==> config.mk <==
export PLATFORM = sky130hd
export DESIGN_NAME = n64_pi_burst_slave
export DESIGN_NICKNAME = d
export VERILOG_FILES = /design/src/rtl/n64_pi_burst_slave.sv
export SDC_FILE = /design/constraint.sdc
export NUM_CORES = 1
export LEC_CHECK = 0
export CORE_MARGIN = 3
export CORE_UTILIZATION = 50
export DETAILED_ROUTE_END_ITERATION = 10
export GPL_TIMING_DRIVEN = 0
export HOLD_SLACK_MARGIN = 0.15
export PLACE_DENSITY = 0.72
export SYNTH_ARGS = -nofsm -noshare
export SYNTH_HDL_FRONTEND = slang
export SYNTH_SLANG_ARGS = --single-unit
==> constraint.sdc <==
create_clock -name clk -period 3.35 [get_ports clk]
set_clock_uncertainty 0.1 [all_clocks]
set_input_delay 0.67 -clock clk [delete_from_list [all_inputs] [get_ports clk]]
set_output_delay 0.67 -clock clk [all_outputs]
set_load 0.005 [all_outputs]
==> src/rtl/n64_pi_burst_slave.sv <==
// N64 PI cartridge-bus slave: latches the multiplexed AD address, prefetches halfwords
// from a backing memory for burst reads, and posts strobe-captured writes to that memory.
module n64_pi_burst_slave #(
    parameter logic [31:0] ADDR_BASE      = 32'h1000_0000,
    parameter int          ADDR_SPAN_LOG2 = 26,
    parameter int          MEM_AW         = ADDR_SPAN_LOG2 - 1,
    parameter int          SYNC_STAGES    = 2
) (
    input  logic              clk,
    input  logic              reset_n,
    input  logic [15:0]       n64_ad_in,
    output logic [15:0]       n64_ad_out,
    output logic              n64_ad_oe,
    input  logic              n64_ale_h,
    input  logic              n64_ale_l,
    input  logic              n64_read_n,
    input  logic              n64_write_n,
    output logic              mem_req,
    output logic              mem_we,
    output logic [MEM_AW-1:0] mem_addr,
    output logic [15:0]       mem_wdata,
    input  logic [15:0]       mem_rdata,
    input  logic              mem_ack,
    output logic              rd_underrun,
    output logic              busy
);

    localparam int NS = (SYNC_STAGES < 2) ? 2 : SYNC_STAGES;

    typedef enum logic [2:0] {IDLE, PREFETCH, READY, DRIVE, WR_REQ, DRAIN} state_e;

    // Strobe chain carries one extra flop so the last two synchronised samples can be compared.
    logic [NS:0][3:0]    strb_sync_q;
    logic [NS-1:0][15:0] ad_sync_q;

    logic [3:0]  strb_now;
    logic [3:0]  strb_prev;
    logic [15:0] ad_s;
    logic        ale_h_fall;
    logic        ale_l_fall;
    logic        ale_l_rise;
    logic        read_fall;
    logic        read_rise;
    logic        write_fall;
    logic        write_rise;

    state_e            state_q;
    logic [31:0]       addr_q;
    logic              hit_q;
    logic              pend_q;
    logic [15:0]       data_q;
    logic [15:0]       out_q;
    logic              oe_q;
    logic              req_q;
    logic              we_q;
    logic [MEM_AW-1:0] maddr_q;
    logic [15:0]       wdata_q;
    logic              underrun_q;
    logic              wr_armed_q;
    logic              wr_pend_q;
    logic [15:0]       wr_data_q;
    logic [MEM_AW-1:0] wr_maddr_q;

    logic [31:0] addr_lo_d;
    logic [31:0] addr_inc_d;
    logic        hit_lo_d;
    logic        hit_inc_d;

    function automatic logic addr_hit(input logic [31:0] a);
        logic [31:0] off;
        off = a - ADDR_BASE;
        return (a >= ADDR_BASE) && ((off >> ADDR_SPAN_LOG2) == 32'd0);
    endfunction

    function automatic logic [MEM_AW-1:0] half_addr(input logic [31:0] a);
        return MEM_AW'((a - ADDR_BASE) >> 1);
    endfunction

    always_ff @(posedge clk or negedge reset_n) begin
        if (!reset_n) begin
            strb_sync_q <= '1;
            ad_sync_q   <= '0;
        end else begin
            strb_sync_q <= {strb_sync_q[NS-1:0], {n64_ale_h, n64_ale_l, n64_read_n, n64_write_n}};
            ad_sync_q   <= {ad_sync_q[NS-2:0], n64_ad_in};
        end
    end

    assign strb_now   = strb_sync_q[NS-1];
    assign strb_prev  = strb_sync_q[NS];
    assign ad_s       = ad_sync_q[NS-1];
    assign ale_h_fall = strb_prev[3] & ~strb_now[3];
    assign ale_l_fall = strb_prev[2] & ~strb_now[2];
    assign ale_l_rise = ~strb_prev[2] & strb_now[2];
    assign read_fall  = strb_prev[1] & ~strb_now[1];
    assign read_rise  = ~strb_prev[1] & strb_now[1];
    assign write_fall = strb_prev[0] & ~strb_now[0];
    assign write_rise = ~strb_prev[0] & strb_now[0];

    assign addr_lo_d  = {addr_q[31:16], ad_s};
    assign addr_inc_d = addr_q + 32'd2;
    assign hit_lo_d   = addr_hit(addr_lo_d);
    assign hit_inc_d  = addr_hit(addr_inc_d);

    // pend_q remembers a hit prefetch that must wait until the memory side is free again.
    always_ff @(posedge clk or negedge reset_n) begin
        if (!reset_n) begin
            state_q    <= IDLE;
            addr_q     <= '0;
            hit_q      <= 1'b0;
            pend_q     <= 1'b0;
            data_q     <= '0;
            out_q      <= '0;
            oe_q       <= 1'b0;
            req_q      <= 1'b0;
            we_q       <= 1'b0;
            maddr_q    <= '0;
            wdata_q    <= '0;
            underrun_q <= 1'b0;
            wr_armed_q <= 1'b0;
            wr_pend_q  <= 1'b0;
            wr_data_q  <= '0;
            wr_maddr_q <= '0;
        end else begin
            if (ale_h_fall) begin
                addr_q[31:16] <= ad_s;
            end
            if (ale_l_fall) begin
                addr_q[15:0] <= ad_s;
                hit_q        <= hit_lo_d;
                pend_q       <= hit_lo_d;
            end
            if (write_fall) begin
                wr_armed_q <= !read_fall;
            end

            if (ale_l_rise) begin
                hit_q  <= 1'b0;
                oe_q   <= 1'b0;
                pend_q <= 1'b0;
                if (req_q && !mem_ack) begin
                    state_q <= DRAIN;
                end else begin
                    req_q   <= 1'b0;
                    state_q <= IDLE;
                end
            end else begin
                case (state_q)
                    IDLE: begin
                        if (wr_pend_q) begin
                            req_q     <= 1'b1;
                            we_q      <= 1'b1;
                            maddr_q   <= wr_maddr_q;
                            wdata_q   <= wr_data_q;
                            wr_pend_q <= 1'b0;
                            state_q   <= WR_REQ;
                        end else if ((ale_l_fall && hit_lo_d) || pend_q) begin
                            req_q   <= 1'b1;
                            we_q    <= 1'b0;
                            maddr_q <= ale_l_fall ? half_addr(addr_lo_d) : half_addr(addr_q);
                            pend_q  <= 1'b0;
                            state_q <= PREFETCH;
                        end
                    end
                    PREFETCH: begin
                        if (read_fall) begin
                            oe_q    <= 1'b1;
                            state_q <= DRIVE;
                            if (mem_ack) begin
                                out_q  <= mem_rdata;
                                data_q <= mem_rdata;
                                req_q  <= 1'b0;
                            end else begin
                                out_q      <= '0;
                                underrun_q <= 1'b1;
                            end
                        end else if (mem_ack) begin
                            data_q  <= mem_rdata;
                            req_q   <= 1'b0;
                            state_q <= READY;
                        end
                    end
                    READY: begin
                        if (read_fall) begin
                            oe_q    <= 1'b1;
                            out_q   <= data_q;
                            state_q <= DRIVE;
                        end else if (wr_pend_q) begin
                            req_q     <= 1'b1;
                            we_q      <= 1'b1;
                            maddr_q   <= wr_maddr_q;
                            wdata_q   <= wr_data_q;
                            wr_pend_q <= 1'b0;
                            state_q   <= WR_REQ;
                        end
                    end
                    DRIVE: begin
                        // A late prefetch landing here replaces the zero driven after an underrun.
                        if (req_q && mem_ack) begin
                            out_q  <= mem_rdata;
                            data_q <= mem_rdata;
                            req_q  <= 1'b0;
                        end
                        if (read_rise) begin
                            oe_q   <= 1'b0;
                            addr_q <= addr_inc_d;
                            hit_q  <= hit_inc_d;
                            if (req_q) begin
                                pend_q  <= hit_inc_d;
                                state_q <= mem_ack ? IDLE : DRAIN;
                            end else if (hit_inc_d) begin
                                req_q   <= 1'b1;
                                we_q    <= 1'b0;
                                maddr_q <= half_addr(addr_inc_d);
                                state_q <= PREFETCH;
                            end else begin
                                state_q <= IDLE;
                            end
                        end
                    end
                    WR_REQ: begin
                        if (mem_ack) begin
                            req_q   <= 1'b0;
                            we_q    <= 1'b0;
                            state_q <= IDLE;
                        end
                    end
                    DRAIN: begin
                        if (mem_ack) begin
                            req_q   <= 1'b0;
                            we_q    <= 1'b0;
                            state_q <= IDLE;
                        end
                    end
                    default: state_q <= IDLE;
                endcase
            end

            // Writes are captured into a holding slot so an in-flight read keeps its request stable.
            if (write_rise && wr_armed_q) begin
                wr_armed_q <= 1'b0;
                if (hit_q) begin
                    wr_pend_q  <= 1'b1;
                    wr_data_q  <= ad_s;
                    wr_maddr_q <= half_addr(addr_q);
                    addr_q     <= addr_inc_d;
                end
            end
        end
    end

    assign n64_ad_out  = out_q;
    assign n64_ad_oe   = oe_q;
    assign mem_req     = req_q;
    assign mem_we      = we_q;
    assign mem_addr    = maddr_q;
    assign mem_wdata   = wdata_q;
    assign rd_underrun = underrun_q;
    assign busy        = (state_q != IDLE);

endmodule
==> impl_metrics.json, run 1 <==
{
  "status": "completed",
  "period_share": 0.933,
  "seq_area_frac_synth": 0.542,
  "crit_slowest_cell": "nor4_1",
  "drc": 0,
  "synth_cell_types": 78,
  "powerDensity_mw_per_mm2": 750,
  "r2r-start": "addr_q[1]",
  "tns_ns": 0,
  "drtIter0Drc": 588,
  "min_period_ns": 3.12,
  "drtAntennaViolNets": 0,
  "grt_start_max_net_pins": 104,
  "setup_violations": 0,
  "cp-start-kind": "register",
  "dr.pass1.iters": 5,
  "crit_arrival_ns": 3.35,
  "tightest_slew_ns": 0.877,
  "crit_fanout": 10,
  "coreArea_mm2": 0.0181,
  "hp-class": "primary input to asynchronous set/reset pin",
  "nFillCells": 1444,
  "maxCapViolCount": 0,
  "grt_usage": 0.236,
  "rsz0062_at_grt": "no",
  "diodes": 0,
  "viasPerCell": 5.90,
  "clock_latency_ns": 0.44,
  "leakage_nw": 4.81,
  "fp.dieW_um": 142,
  "htree_levels": 4,
  "first_global_vias": 6932,
  "fmax_mhz": 320,
  "row_count": 49,
  "cts_tree": "built",
  "gp_congestion": 0.949,
  "root_buffer": "clkbuf_16",
  "synth_seq_cells": 200,
  "antenna_found_initial": 0,
  "worst_setup_path_end_kind": "register",
  "cp_num_buf_inv": 1,
  "start_util": 0.512,
  "io_buffers": 99,
  "maxSlewViolCount": 0,
  "grt_pass1_wl_um": 37300,
  "synth_warnings": 0,
  "crit_path_start": "addr_q[1]",
  "dp_cells": 1152,
  "clock_sinks": 200,
  "final_cells": 1184,
  "syn_to_final_growth_pct": 20.8,
  "async_flop_share": 1.00,
  "crit_family": "simple AND/OR/NAND/NOR gates",
  "synth_nets": 863,
  "grt_overflow": 0,
  "die_area_mm2": 0.0202,
  "hold_viol_final": 0,
  "wire_per_inst_um": 19.6,
  "finish.utilization": 0.618,
  "layout-drive-gt1-share": 0.194,
  "netlist_area_mm2": 0.00925,
  "reg2reg_slack_ns": 0.23,
  "fp.dieH_um": 142,
  "cts-buffers-inserted": 17,
  "cpPeakStageDelay_ns": 0.53,
  "postRouteWirelength_um": 23200,
  "synth.avg_cell_area_um2": 11.2,
  "post_synth_inst_count": 823,
  "ys.flop_type": "dfrtp_1",
  "synth_edf_count": 0,
  "max_slew_margin": 0.416,
  "hpwlAfterDp_um": 16000,
  "path_cells": "nand3_2, nor4_1, nand4_1, xor2_1, nand4_2, a21oi_4, buf_12, mux2_4",
  "ir_drop_mv": 0.431,
  "criticalPathCategory": "register to register",
  "required_ns": 3.57,
  "cts_buffer_depth": 2,
  "via_count": 6988,
  "nets": 982,
  "num_io_pins": 101,
  "path_clk_slew_ns": 0.07
}
-- cell families (layout without fill, tap and decap cells) --
family	Yosys count	in the layout	share of synthesized area
adder cells (fa/ha/maj)	1	1	0.00135
XOR/XNOR	16	16	0.0160
buffers and inverters	62	194	0.0365
flip-flops	200	200	0.542
AND/OR/NAND/NOR	249	249	0.138
multiplexers	101	101	0.129
AO/OA/AOI/OAI	194	194	0.136
-- cells in the final DEF (no fill, tap or decap), drive strengths merged, types with 3 or more instances in the layout --
cell type      count
nand3             26
clkbuf            52
a22oi             17
o21ai             66
nand4             12
xor2               5
mux2i              7
and3              12
o22ai              9
a21oi             44
clkdlybuf4s50     98
nand2b             9
buf               19
o221ai             4
xnor2             11
nor2              50
mux2              94
dfrtp            188
inv               19
a211oi             5
o311ai             4
nor3              22
a221o             14
nor4               4
and4               3
dfstp             12
and2               3
nand2             92
nor2b              5
a21o               3
a31oi              3
o211ai             5
o32ai              3
-- through the flow --
stage                     worst slack [ns]  hold slack [ns]  cell area, µm²  power (mW)
after global routing                0.0516            0.242           11200        8.88
after global placement               -6.85            0.233           10500        6.22
final                                0.225            0.182           11200        8.39
after detailed placement             0.188            0.235           10600        6.28
after floorplan                      0.798            0.231            9250        5.16
after CTS                            0.169            0.209           11200        8.43
-- layer usage --
metal  vias up  global-route usage  part of all wire
met5         -                   0                 0
met3        37              0.0618             0.077
met4         0              0.0545             0.016
li1       3207                   -                 -
met1      3486               0.335              0.44
met2       258               0.368              0.47
-- state kept, by name (all words and copies together), names as in the netlist, 3 cells and up --
| signal | flops |
|---|---|
| data_q | 16 |
| n64_ad_out | 16 |
| wr_data_q | 16 |
| strb_sync_q | 4 |
| state_q | 3 |
| strb_now | 4 |
| ad_sync_q | 16 |
| addr_q | 31 |
| strb_prev | 4 |
| mem_addr | 25 |
| wr_maddr_q | 25 |
| ad_s | 16 |
| mem_wdata | 16 |
-- Yosys cell counts (all sizes together), types with 4 or more instances --
cell type  instances  area share
a211oi             5      0.0046
a21oi             44       0.025
a221o             14       0.015
a22oi             17       0.014
and3              12      0.0084
buf               17       0.016
clkbuf            33       0.014
dfrtp            188        0.51
dfstp             12       0.034
inv               10      0.0041
mux2              94        0.12
mux2i              7      0.0076
nand2             92       0.038
nand2b             9      0.0061
nand3             26       0.015
nand4             12       0.013
nor2              50       0.021
nor2b              5      0.0034
nor3              22       0.014
nor4               4      0.0043
o211ai             5      0.0041
o21ai             66       0.036
o221ai             4      0.0038
o22ai              9      0.0061
o311ai             4      0.0038
xnor2             11       0.011
xor2               5      0.0047
-- area by class of cell --
class | count | area [µm²] | share of cell area
tap | 229 | 287 | 0.0256
clock inverter | 13 | 173 | 0.0154
multi-input combinational | 561 | 3900 | 0.349
buffer | 52 | 303 | 0.0271
clock buffer | 19 | 433 | 0.0387
sequential | 200 | 5020 | 0.449
timing repair buffer | 100 | 1020 | 0.0916
inverter | 10 | 37.5 | 0.00336
-- where the power goes --
group	internal, mW	leakage, nW	total (mW)	switching [mW]
registers	3.01	2.49	3.41	0.407
logic	1.51	2.02	2.85	1.35
clock network	1.14	0.296	2.12	0.980
-- worst reg2reg max path, cell delays in order (launching register included) --
cell and delay, ns:
dfrtp_1 0.49, nand3_2 0.21, nor4_1 0.53, nand4_1 0.22
xor2_1 0.33, nand4_2 0.18, a21oi_4 0.41, buf_12 0.22
mux2_4 0.32
-- what timing repair did --
| item | 4_1_cts | 5_1_grt |
|---|---|---|
| buffers inserted | 0 | 0 |
| setup endpoints to repair | 0 | 12 |
| hold buffers | 0 | 0 |
| gates resized for setup | 0 | 5 |
-- final timing paths --
kind,endpoint,cells after the start
max in group asynchronous,strb_prev[3],2
worst min register to register,ad_s[1],0
worst max register to register,mem_addr[20],8
min in group clk,ad_s[1],0
worst max-delay path,mem_addr[20],8
worst min-delay path,mem_addr[15],1
Power figures use the tool's default switching activity.
==> inputs of run 2 (changes only) <==
- GPL_ROUTABILITY_DRIVEN: default -> 0
==> impl_metrics.json, run 2 (synthesis results as in run 1) <==
{
  "start_util": 0.512,
  "diodes": 0,
  "via_count": 6968,
  "maxSlewViolCount": 0,
  "multi_input_area_mm2": 0.00390,
  "grt_usage": 0.236,
  "die_area_mm2": 0.0202,
  "period_share": 0.923,
  "fp.dieH_um": 142,
  "wire_per_inst_um": 19.5,
  "leakage_nw": 4.81,
  "coreArea_mm2": 0.0181,
  "nets": 983,
  "clock_sinks": 200,
  "status": "completed",
  "row_count": 49,
  "tightest_slew_ns": 0.998,
  "switchingPower_mw": 2.75,
  "pwr-share-seq": 0.410,
  "maxCapViolCount": 0,
  "crit_family": "simple AND/OR/NAND/NOR gates",
  "syn_to_final_growth_pct": 21.0,
  "required_ns": 3.57,
  "grt_overflow": 0,
  "hpwlAfterDp_um": 15800,
  "max_slew_margin": 0.335,
  "drtIter0Drc": 522,
  "crit_arrival_ns": 3.31,
  "swShare": 0.330,
  "min_period_ns": 3.09,
  "drc": 0,
  "setup_violations": 0,
  "design_power_total_mw": 8.34,
  "hold_viol_final": 0,
  "layout-drive-gt1-share": 0.196,
  "grt_start_max_net_pins": 113,
  "first_global_vias": 6924,
  "clockPowerShare": 0.250,
  "worst_setup_path_end_kind": "register",
  "cts_buffer_depth": 2,
  "crit_fanout": 10,
  "htree_levels": 4,
  "cpPeakStageDelay_ns": 0.49,
  "crit_slowest_cell": "dfrtp_1",
  "path_clk_slew_ns": 0.07,
  "final_common_cell": "dfrtp_1",
  "num_io_pins": 101,
  "ir_drop_mv": 0.449,
  "io_buffers": 99,
  "grt_pass1_wl_um": 37100,
  "cts_tree": "built",
  "power_frac_comb": 0.340,
  "path_cells": "ha_1, nand2_1, nor3_4, nand4_1, a211oi_2, nand4_2, a21oi_4, buf_12, mux2_4",
  "viasPerCell": 5.88,
  "powerDensity_mw_per_mm2": 745,
  "antenna_found_initial": 0,
  "fmax_mhz": 323,
  "cp-start-kind": "register",
  "postRouteWirelength_um": 23100,
  "drtAntennaViolNets": 0,
  "dr.pass1.iters": 5,
  "seq_area_mm2": 0.00502,
  "final_cell_mix": "dfrtp_1, clkdlybuf4s50_1, nand2_1",
  "finish.utilization": 0.619,
  "cts-buffers-inserted": 17,
  "clock_latency_ns": 0.44,
  "nFillCells": 1465,
  "largest_register_ffs": 31,
  "top_register": "addr_q",
  "rsz0062_at_grt": "no",
  "root_buffer": "clkbuf_16",
  "cell_internal_pwr_mw": 5.59,
  "hp-class": "register to register",
  "cp_num_buf_inv": 1,
  "criticalPathCategory": "register to register",
  "fp.dieW_um": 142
}
-- run 2: changes by cell type in the layout (fill, tap and decap cells not counted) --
cell / delta
clkinv_8: +5
inv_8: -4
clkbuf_1: -2
clkinv_2: +2
bufinv_16: -1
clkinv_4: +1
dlygate4sd3_1: +1
inv_6: -1
-- run 2: final timing paths --
check                              start  slack [ns]             end  depth (start not counted)
max                            addr_q[1]        0.26    mem_addr[20]                          9
min                        ad_sync_q[10]        0.25        ad_s[10]                          0
max reg2reg                    addr_q[1]        0.26    mem_addr[20]                          9
min reg2reg                ad_sync_q[10]        0.25        ad_s[10]                          0
max in group asynchronous        reset_n        1.44       data_q[5]                          3
min in group asynchronous        reset_n        0.73  wr_maddr_q[14]                          2
-- run 2: stage by stage --
stage	instance area [µm²]	instances	setup WS, ns	hold slack (ns)	TNS, ns
final	11200	1185	0.258	0.252	0
after global routing	11200	1185	0.0563	0.256	0
after CTS	11200	1185	0.215	0.253	0
after detailed placement	10600	1152	0.232	0.236	0
after global placement	10500	1151	-6.85	0.232	-1335.92
after floorplan	9250	823	0.798	0.231	0
-- run 2: metal layers --
layer,up-vias,routed length [µm],track usage
met5,-,0,0
met4,0,552,0.0874
met3,33,1850,0.0706
met2,255,10600,0.360
met1,3468,10100,0.322
li1,3212,-,-
-- run 2: power by group through the flow --
stage          registers [mW]  clock network, mW  logic, mW
4_1_cts                  3.41               2.12       2.84
3_5_place_dp             3.44                  0       2.83
2_1_floorplan            3.37                  0       1.79
6_report                 3.42               2.08       2.84
3_3_place_gp             3.44                  0       2.78
5_1_grt                  3.49               2.22       3.11
-- run 2: repair_timing --
item                                    in CTS  in global routing
endpoints found under the setup margin       0                  4
hold buffers                                 1                  0
gates resized for setup                      0                  5
buffers inserted                             0                  0
hold endpoints to repair                     4                  0
-- run 2: cell type report --
type,instances,share of cell area
clock inverter,15,0.0169
tap,229,0.0256
inverter,10,0.00335
timing repair buffer,101,0.0923
buffer,52,0.0270
sequential,200,0.448
multi-input combinational,561,0.348
clock buffer,17,0.0380
-- run 2: worst register-to-register path, stage by stage (launching register included) --
cell,delay [ns]
dfrtp_1,0.49
ha_1,0.34
nand2_1,0.16
nor3_4,0.30
nand4_1,0.16
a211oi_2,0.32
nand4_2,0.17
a21oi_4,0.40
buf_12,0.22
mux2_4,0.31
==> inputs of run 3 (changes only) <==
- CORE_UTILIZATION: 50 -> 40
- PLACE_DENSITY: 0.72 -> default
- TNS_END_PERCENT: default -> 30
==> impl_metrics.json, run 3 (synthesis results as in run 1) <==
{
  "root_buffer": "clkbuf_16",
  "max_slew_margin": 0.261,
  "hold_viol_final": 0,
  "fp.dieW_um": 158,
  "grt_overflow": 0,
  "reg2reg_slack_ns": 0.22,
  "setup_violations": 0,
  "first_global_vias": 6758,
  "viasPerCell": 5.59,
  "min_period_ns": 3.13,
  "clock_latency_ns": 0.45,
  "tns_ns": 0,
  "path_clk_slew_ns": 0.08,
  "layout-drive-gt1-share": 0.194,
  "swShare": 0.335,
  "criticalPathCategory": "register to register",
  "tightest_slew_ns": 1.10,
  "power_frac_comb": 0.337,
  "fmax_mhz": 320,
  "grt_usage": 0.198,
  "powerDensity_mw_per_mm2": 748,
  "postRouteWirelength_um": 23700,
  "cts-buffers-inserted": 17,
  "fp.dieH_um": 158,
  "period_share": 0.934,
  "final_cell_mix": "dfrtp_1, clkdlybuf4s50_1, nand2_1",
  "diodes": 0,
  "grt_start_max_net_pins": 105,
  "r2r_end": "addr_q[15]",
  "nets": 982,
  "die_area_mm2": 0.0250,
  "syn_to_final_growth_pct": 21.9,
  "hpwlAfterDp_um": 16600,
  "crit_arrival_ns": 3.36,
  "antenna_found_initial": 0,
  "num_io_pins": 101,
  "worst_setup_path_end_kind": "register",
  "seq_area_mm2": 0.00502,
  "cell_internal_pwr_mw": 5.61,
  "cp-start-kind": "register",
  "clock_sinks": 200,
  "multi_input_area_mm2": 0.00390,
  "rsz0062_at_grt": "no",
  "switchingPower_mw": 2.82,
  "drc": 0,
  "coreArea_mm2": 0.0227,
  "drtAntennaViolNets": 0,
  "crit_fanout": 10,
  "drtIter0Drc": 569,
  "nFillCells": 2089,
  "status": "completed",
  "start_util": 0.407,
  "dr.pass1.iters": 6,
  "hp-class": "primary input to asynchronous set/reset pin",
  "pwr-share-seq": 0.404,
  "htree_levels": 4,
  "r2r-start": "state_q[1]",
  "via_count": 6928,
  "top_register": "addr_q",
  "cts_buffer_depth": 2,
  "leakage_nw": 4.81,
  "grt_pass1_wl_um": 38200,
  "clockPowerShare": 0.259,
  "largest_register_ffs": 31,
  "wire_per_inst_um": 19.1,
  "cts_tree": "built",
  "row_count": 55,
  "final_common_cell": "dfrtp_1",
  "required_ns": 3.59,
  "finish.utilization": 0.497,
  "ir_drop_mv": 0.344,
  "io_buffers": 99,
  "worstRegToRegCells": 7,
  "maxSlewViolCount": 0,
  "maxCapViolCount": 0
}
==> run 3: worst max-delay path by stage <==
stage / start / cells after the start / to
after CTS: state_q[1] / 8 / addr_q[26]
after floorplan: addr_q[1] / 9 / mem_addr[10]
after detailed placement: state_q[1] / 8 / addr_q[26]
final: state_q[1] / 7 / addr_q[15]
after global placement: reset_n / 1 / n64_ad_out[9]
after global routing: state_q[1] / 8 / addr_q[14]
==> run 3: layout make-up <==
cell class | count | share of cell area
Timing Repair Buffer | 100 | 0.0907
Sequential cell | 200 | 0.445
Clock inverter | 15 | 0.0194
Clock buffer | 17 | 0.0377
Tap cell | 285 | 0.0316
Buffer | 52 | 0.0267
Multi-Input combinational cell | 561 | 0.345
Inverter | 10 | 0.00333
==> run 3: what timing repair did <==
item | in CTS | in global routing
hold buffers | 0 | 0
setup buffers | 0 | 0
setup endpoints to repair | 0 | 1
gates resized for setup | 0 | 2
==> run 3: stage by stage <==
step	cells	hold slack [ns]	instance area, µm²	total power [mW]	worst slack [ns]
3_3_place_gp	1207	0.232	10600	6.27	-7.15
3_5_place_dp	1208	0.235	10600	6.31	0.227
4_1_cts	1240	0.171	11300	8.51	0.214
2_1_floorplan	823	0.231	9250	5.16	0.798
5_1_grt	1240	0.192	11300	8.96	0.0393
6_report	1240	0.142	11300	8.43	0.222
==> run 3: per-layer routing <==
metal / routed length, µm / GRT usage / share of wire
met2: 10800 / 0.303 / 0.45
met5: 0 / 0 / 0
met4: 455 / 0.0569 / 0.019
met1: 10900 / 0.283 / 0.46
met3: 1630 / 0.0448 / 0.069
==> run 3: critical path, stage by stage, from the launching register on <==
cell and delay [ns]:
dfrtp_1 0.32, clkbuf_1 0.29, nand3b_1 0.34, o31ai_1 1.01, clkbuf_1 0.54, o21ai_0 0.17
a21oi_1 0.19, nor2_1 0.06
==> run 3: power by group through the flow <==
stage	logic, mW	clock network (mW)	registers (mW)
4_1_cts	2.87	2.24	3.41
5_1_grt	3.13	2.34	3.49
6_report	2.84	2.18	3.41
3_5_place_dp	2.86	0	3.45
3_3_place_gp	2.82	0	3.44
2_1_floorplan	1.79	0	3.37
